## config.mk

```make
export PLATFORM = sky130hd
export DESIGN_NAME = l2_arbiter
export DESIGN_NICKNAME = d
export VERILOG_FILES = /design/src/rtl/l2_arbiter_pkg.sv /design/src/rtl/l2_arbiter_arb_rr2.sv /design/src/rtl/l2_arbiter.sv
export SDC_FILE = /design/constraint.sdc
export NUM_CORES = 1
export LEC_CHECK = 0
export BUFFER_PORTS_ARGS = -buffer_cell sky130_fd_sc_hd__buf_2
export CAP_MARGIN = 20
export CORE_AREA = 2 2 352 354
export DETAILED_ROUTE_END_ITERATION = 7
export DIE_AREA = 0 0 354 356
export PLACE_DENSITY_LB_ADDON = 0.3
export SLEW_MARGIN = 10
export SYNTH_ARGS = -nofsm -noshare
export SYNTH_HDL_FRONTEND = slang
export SYNTH_SLANG_ARGS = --single-unit
```

## constraint.sdc

```tcl
create_clock -name clk -period 15.5 [get_ports clk]
set_input_delay 0.775 -clock clk [delete_from_list [all_inputs] [get_ports clk]]
set_output_delay 0.775 -clock clk [all_outputs]
set_load 0.01 [all_outputs]
```

## src/rtl/l2_arbiter_pkg.sv

```systemverilog
// Shared definitions for the two-port L2 arbiter: FSM encoding, port ids,
// default widths and a small request-decode helper.
package l2_arbiter_pkg;

  // Default widths: block address and cache line
  localparam int ADDR_W_DEF = 28;
  localparam int DATA_W_DEF = 128;

  // FSM state encoding
  localparam logic [1:0] ST_IDLE = 2'd0;
  localparam logic [1:0] ST_BUSY = 2'd1;
  localparam logic [1:0] ST_DONE = 2'd2;

  // Port identifiers, also used as the last_grant encoding
  localparam logic PORT_I = 1'b0;
  localparam logic PORT_D = 1'b1;

  // Decoded view of one L1 port's request lines
  typedef struct packed {
    logic req;
    logic wr;
  } port_req_t;

  // A port requests on read or write; write dominates when both are high
  function automatic port_req_t decode_req(input logic rd, input logic wr);
    port_req_t r;
    r.req = rd | wr;
    r.wr  = wr;
    return r;
  endfunction

endpackage

```

## src/rtl/l2_arbiter_arb_rr2.sv

```systemverilog
// Two-way round-robin grant decision. Purely combinational: a lone
// requester always wins, on a tie the port that was not granted last wins.
module arb_rr2
  import l2_arbiter_pkg::*;
(
  input  logic i_req,
  input  logic d_req,
  input  logic last_grant,
  output logic grant_vld,
  output logic grant_port
);

  // Pick the winner from the current requests and the previous grant
  always_comb begin
    grant_vld  = i_req | d_req;
    grant_port = PORT_I;
    if (i_req && d_req) begin
      grant_port = (last_grant == PORT_I) ? PORT_D : PORT_I;
    end else if (d_req) begin
      grant_port = PORT_D;
    end
  end

endmodule

```

## src/rtl/l2_arbiter.sv

```systemverilog
// Arbiter sharing one L2 port between the I-side and D-side L1 caches.
// One transaction at a time: IDLE grants, BUSY holds the L2 request until
// mem_ready, DONE presents a single-cycle ready pulse to the winner.
// All outputs come straight from flops.
module l2_arbiter
  import l2_arbiter_pkg::*;
#(
  parameter int ADDR_W = ADDR_W_DEF,
  parameter int DATA_W = DATA_W_DEF
) (
  input  logic              clk,
  input  logic              proc_reset,
  // I-side L1
  input  logic              i_read,
  input  logic              i_write,
  input  logic [ADDR_W-1:0] i_addr,
  input  logic [DATA_W-1:0] i_wdata,
  output logic [DATA_W-1:0] i_rdata,
  output logic              i_ready,
  // D-side L1
  input  logic              d_read,
  input  logic              d_write,
  input  logic [ADDR_W-1:0] d_addr,
  input  logic [DATA_W-1:0] d_wdata,
  output logic [DATA_W-1:0] d_rdata,
  output logic              d_ready,
  // Shared L2
  output logic              mem_read,
  output logic              mem_write,
  output logic [ADDR_W-1:0] mem_addr,
  output logic [DATA_W-1:0] mem_wdata,
  input  logic [DATA_W-1:0] mem_rdata,
  input  logic              mem_ready,
  // Completed-transaction counters
  output logic [15:0]       i_grant_cnt,
  output logic [15:0]       d_grant_cnt
);

  logic [1:0]        state;
  logic              last_grant;
  logic              gnt_port_p1;

  port_req_t         i_rq;
  port_req_t         d_rq;
  logic              grant_vld;
  logic              grant_port;

  logic              sel_write;
  logic [ADDR_W-1:0] sel_addr;
  logic [DATA_W-1:0] sel_wdata;

  logic              take_grant;
  logic              complete;

  assign i_rq = decode_req(i_read, i_write);
  assign d_rq = decode_req(d_read, d_write);

  arb_rr2 u_arb (
    .i_req      (i_rq.req),
    .d_req      (d_rq.req),
    .last_grant (last_grant),
    .grant_vld  (grant_vld),
    .grant_port (grant_port)
  );

  // Steer the winning port's request fields toward the L2 request flops
  always_comb begin
    sel_write = i_rq.wr;
    sel_addr  = i_addr;
    sel_wdata = i_wdata;
    if (grant_port == PORT_D) begin
      sel_write = d_rq.wr;
      sel_addr  = d_addr;
      sel_wdata = d_wdata;
    end
  end

  // Grants are only taken in IDLE; completions only count in BUSY, so a
  // stray mem_ready in IDLE or DONE has no effect.
  assign take_grant = (state == ST_IDLE) && grant_vld;
  assign complete   = (state == ST_BUSY) && mem_ready;

  // FSM and round-robin history
  always_ff @(posedge clk or posedge proc_reset) begin
    if (proc_reset) begin
      state       <= ST_IDLE;
      last_grant  <= PORT_I;
      gnt_port_p1 <= PORT_I;
    end else begin
      case (state)
        ST_IDLE: begin
          if (take_grant) begin
            gnt_port_p1 <= grant_port;
            state       <= ST_BUSY;
          end
        end
        ST_BUSY: begin
          if (complete) begin
            last_grant <= gnt_port_p1;
            state      <= ST_DONE;
          end
        end
        ST_DONE: state <= ST_IDLE;
        default: state <= ST_IDLE;
      endcase
    end
  end

  // L2 request: captured on grant, frozen through BUSY, strobes dropped on
  // completion. Address and line stay put afterwards; reads send a zero line.
  always_ff @(posedge clk or posedge proc_reset) begin
    if (proc_reset) begin
      mem_read  <= 1'b0;
      mem_write <= 1'b0;
      mem_addr  <= '0;
      mem_wdata <= '0;
    end else if (take_grant) begin
      mem_read  <= ~sel_write;
      mem_write <= sel_write;
      mem_addr  <= sel_addr;
      mem_wdata <= sel_write ? sel_wdata : '0;
    end else if (complete) begin
      mem_read  <= 1'b0;
      mem_write <= 1'b0;
    end
  end

  // Return path: the ready pulse lives exactly in the DONE cycle, and each
  // port's rdata holds until that port's next completion.
  always_ff @(posedge clk or posedge proc_reset) begin
    if (proc_reset) begin
      i_ready <= 1'b0;
      d_ready <= 1'b0;
      i_rdata <= '0;
      d_rdata <= '0;
    end else begin
      i_ready <= complete && (gnt_port_p1 == PORT_I);
      d_ready <= complete && (gnt_port_p1 == PORT_D);
      if (complete && (gnt_port_p1 == PORT_I)) i_rdata <= mem_rdata;
      if (complete && (gnt_port_p1 == PORT_D)) d_rdata <= mem_rdata;
    end
  end

  // Per-port completed-transaction counters, free-running 16-bit wrap
  always_ff @(posedge clk or posedge proc_reset) begin
    if (proc_reset) begin
      i_grant_cnt <= 16'd0;
      d_grant_cnt <= 16'd0;
    end else if (complete) begin
      if (gnt_port_p1 == PORT_I) i_grant_cnt <= i_grant_cnt + 16'd1;
      else                       d_grant_cnt <= d_grant_cnt + 16'd1;
    end
  end

endmodule

```

==> impl_metrics.json <==
{
  "peakVddDrop_mv": 0.303,
  "netlist_top_cells_area": "dfrtp_1 61%, nand2_1 11%, mux2i_1 8.4%, mux2_2 7.2%, o21ai_0 3.8%",
  "coreArea_um2": 123000,
  "firstDrtPassIters": 5,
  "die_h_um": 356,
  "io_buffer_count": 894,
  "drive_above_1_share": 0.447,
  "dp_hpwl_um": 57900,
  "yosysTopAreaCell": "dfrtp_1",
  "clockRootBuffer": "clkbuf_16",
  "synthCells": 1633,
  "drt_wl_total_um": 77200,
  "post-route-period-util": 0.227,
  "yosys_warnings": 0,
  "cts_buffer_depth": 3,
  "clkTransAtPathRegs_ns": 0.06,
  "crit_family": "buffers and inverters",
  "crit_slowest_cell": "buf_4",
  "yosys_register_bits": 452,
  "grt-ovfl-total": 0,
  "post_cts_buffers": 0,
  "critPathArrivalTime_ns": 3.99,
  "setup-violations-final": 0,
  "syn_to_final_growth_pct": 42.9,
  "syn_nets": 2082,
  "end_kind": "flip-flop",
  "rows": 129,
  "yosysMostFrequentCell": "nand2_1",
  "relSlewSlack": 0.295,
  "crit_path_cell_trace": "buf_2 -> o21ai_4 -> buf_4 -> buf_4 -> mux2i_1 -> o21ai_0",
  "hold_slack_ns": 0.312,
  "netlist.area_leader.share": 0.610,
  "drv_cap": 0,
  "cp_max_fo": 56,
  "required_ns": 15.97,
  "hold_path.class": "input port to async pin",
  "hold_viol": 0,
  "grt_pass1_wl_um": 110000,
  "critPathMaxStageDelay_ns": 0.89,
  "fin_crit_ns": 3.52,
  "synth_ff_type": "dfrtp_1",
  "slew_violations": 0,
  "synthTopCellsByCount": "559 x nand2_1, 452 x dfrtp_1, 156 x mux2i_1",
  "start_util": 0.151,
  "status": "finished clean",
  "die_x_um": 354,
  "cts_tree": "built",
  "max_freq_ghz": 0.284,
  "cpMostUsedCell": "buf_4",
  "worstSetupPathType": "input port to flip-flop",
  "cts-resized-gates": 0,
  "ys_types": 40,
  "grt_pass1_vias": 15700,
  "ys_seq_area_frac": 0.610,
  "tns_ns": 0,
  "cts_made_buffers": 56,
  "synth_area_um2": 18500,
  "vias_per_cell": 3.66,
  "antenna_found_initial": 11,
  "drcViolationCount": 0,
  "rsz0062_at_grt": "no",
  "ys_async_sr_fraction": 1.00,
  "tightest_slew_ns": 1.06,
  "grt_usage": 0.117,
  "ant_nets": 0,
  "io_pins": 895,
  "fin_nets": 2955,
  "grt_max_degree": 192,
  "avgRoutedWirePerCell_um": 18.4,
  "crit_path_start_kind": "input port",
  "hold_buffers": 0,
  "synth_area_per_cell_um2": 11.4,
  "cts_sinks": 452,
  "cellPowerDensity_nw_per_um2": 202,
  "gp_congestion": 0.810,
  "cp.buffers_inverters": 3,
  "first_iter_violations": 868,
  "p_leak_uw": 0.0137,
  "die_area_um2": 126000,
  "num_vias": 15300,
  "h-tree-depth": 2,
  "synth_edf_count": 0,
  "clk_latency_ns": 0.63,
  "skew_ns": 0.00962
}
-- sequential cells by signal, summed over array words and instances, names as in the netlist, 2 cells and up --
register / cells
d_grant_cnt: 16
d_rdata: 128
i_grant_cnt: 16
i_rdata: 128
mem_addr: 28
mem_wdata: 128
state: 2
-- final cells by class --
cell class | instances | area [um2]
Fill cell | 13600 | 96200
Clock buffer | 78 | 1540
Tap cell | 1637 | 2050
Antenna cell | 3 | 7.51
Clock inverter | 27 | 309
Inverter | 6 | 40.0
Timing Repair Buffer | 910 | 4620
Sequential cell | 452 | 11300
Multi-Input combinational cell | 1080 | 6620
-- worst paths after layout --
path	from	to	slack [ns]	cells after the start
setup / recovery	d_write	mem_wdata[93]	11.98	6
min in group clk	mem_rdata[123]	d_rdata[123]	0.34	3
setup reg to reg	last_grant	mem_wdata[93]	12.09	6
max in group asynchronous	proc_reset	mem_addr[5]	12.99	4
hold reg to reg	d_rdata[2]	d_rdata[2]	0.47	2
hold / removal	proc_reset	d_rdata[56]	0.31	2
-- cells in the final DEF, fill, tap and decap left out, types with 3 or more instances in the layout --
cell type | synthesis | final
clkbuf_16 | 0 | 56
nand3_1 | 10 | 10
o21ai_0 | 142 | 142
nand2_1 | 559 | 559
clkbuf_1 | 18 | 16
buf_2 | 22 | 894
nand4_1 | 6 | 6
inv_6 | 0 | 3
dfrtp_1 | 452 | 452
clkinv_4 | 0 | 3
buf_4 | 25 | 14
o21ai_1 | 17 | 17
clkbuf_8 | 0 | 6
xor2_1 | 8 | 8
and3_1 | 4 | 4
bufinv_16 | 0 | 5
diode_2 | 0 | 3
inv_1 | 4 | 3
nor2_1 | 4 | 4
mux2i_1 | 156 | 156
mux2_4 | 10 | 10
clkinv_2 | 0 | 13
xnor2_1 | 22 | 22
mux2_2 | 118 | 118
clkinvlp_4 | 0 | 3
-- through the flow --
stage | utilization | area (um2) | std cells | setup slack, ns | total power, uW
3_5_place_dp | 0.201 | 24600 | 4085 | 11.39 | 4100
3_3_place_gp | 0.201 | 24600 | 4085 | 11.44 | 4080
2_1_floorplan | - | 18500 | 1633 | 2.13 | 3090
4_1_cts | 0.216 | 26500 | 4190 | 12.11 | 5480
6_report | 0.216 | 26500 | 4193 | 11.98 | 5360
5_1_grt | 0.216 | 26500 | 4191 | 11.87 | 5730
-- where the power goes --
part | leakage (uW) | switching [uW] | internal (uW)
sequential | 0.00565 | 294 | 1700
clock | 0.000908 | 554 | 782
combinational | 0.00710 | 1230 | 808
total | 0.0137 | 2080 | 3290
-- metal layers --
layer / vias up / routed length (um) / part of all wire / global-route usage
met5: - / 66 / 0.00086 / 0.00340
li1: 7167 / - / - / -
met2: 641 / 37000 / 0.48 / 0.196
met4: 6 / 2370 / 0.031 / 0.0367
met1: 7412 / 30800 / 0.40 / 0.139
met3: 107 / 6990 / 0.091 / 0.0420
-- worst reg2reg max path, delay by kind of cell, from the launching register on --
family	cells	cell delay [ns]
buf+inv	2	1.81
compound gates	3	0.67
flops	1	0.40
mux	1	0.38
-- logic make-up after synthesis --
family	after synthesis	share of synthesized area
compound gates	164	0.0454
flops	452	0.610
mux	285	0.165
buf+inv	101	0.0345
fa+ha+maj	2	0.00135
xor+xnor	30	0.0142
simple gates	599	0.130
(Power assumes the default switching activity.)
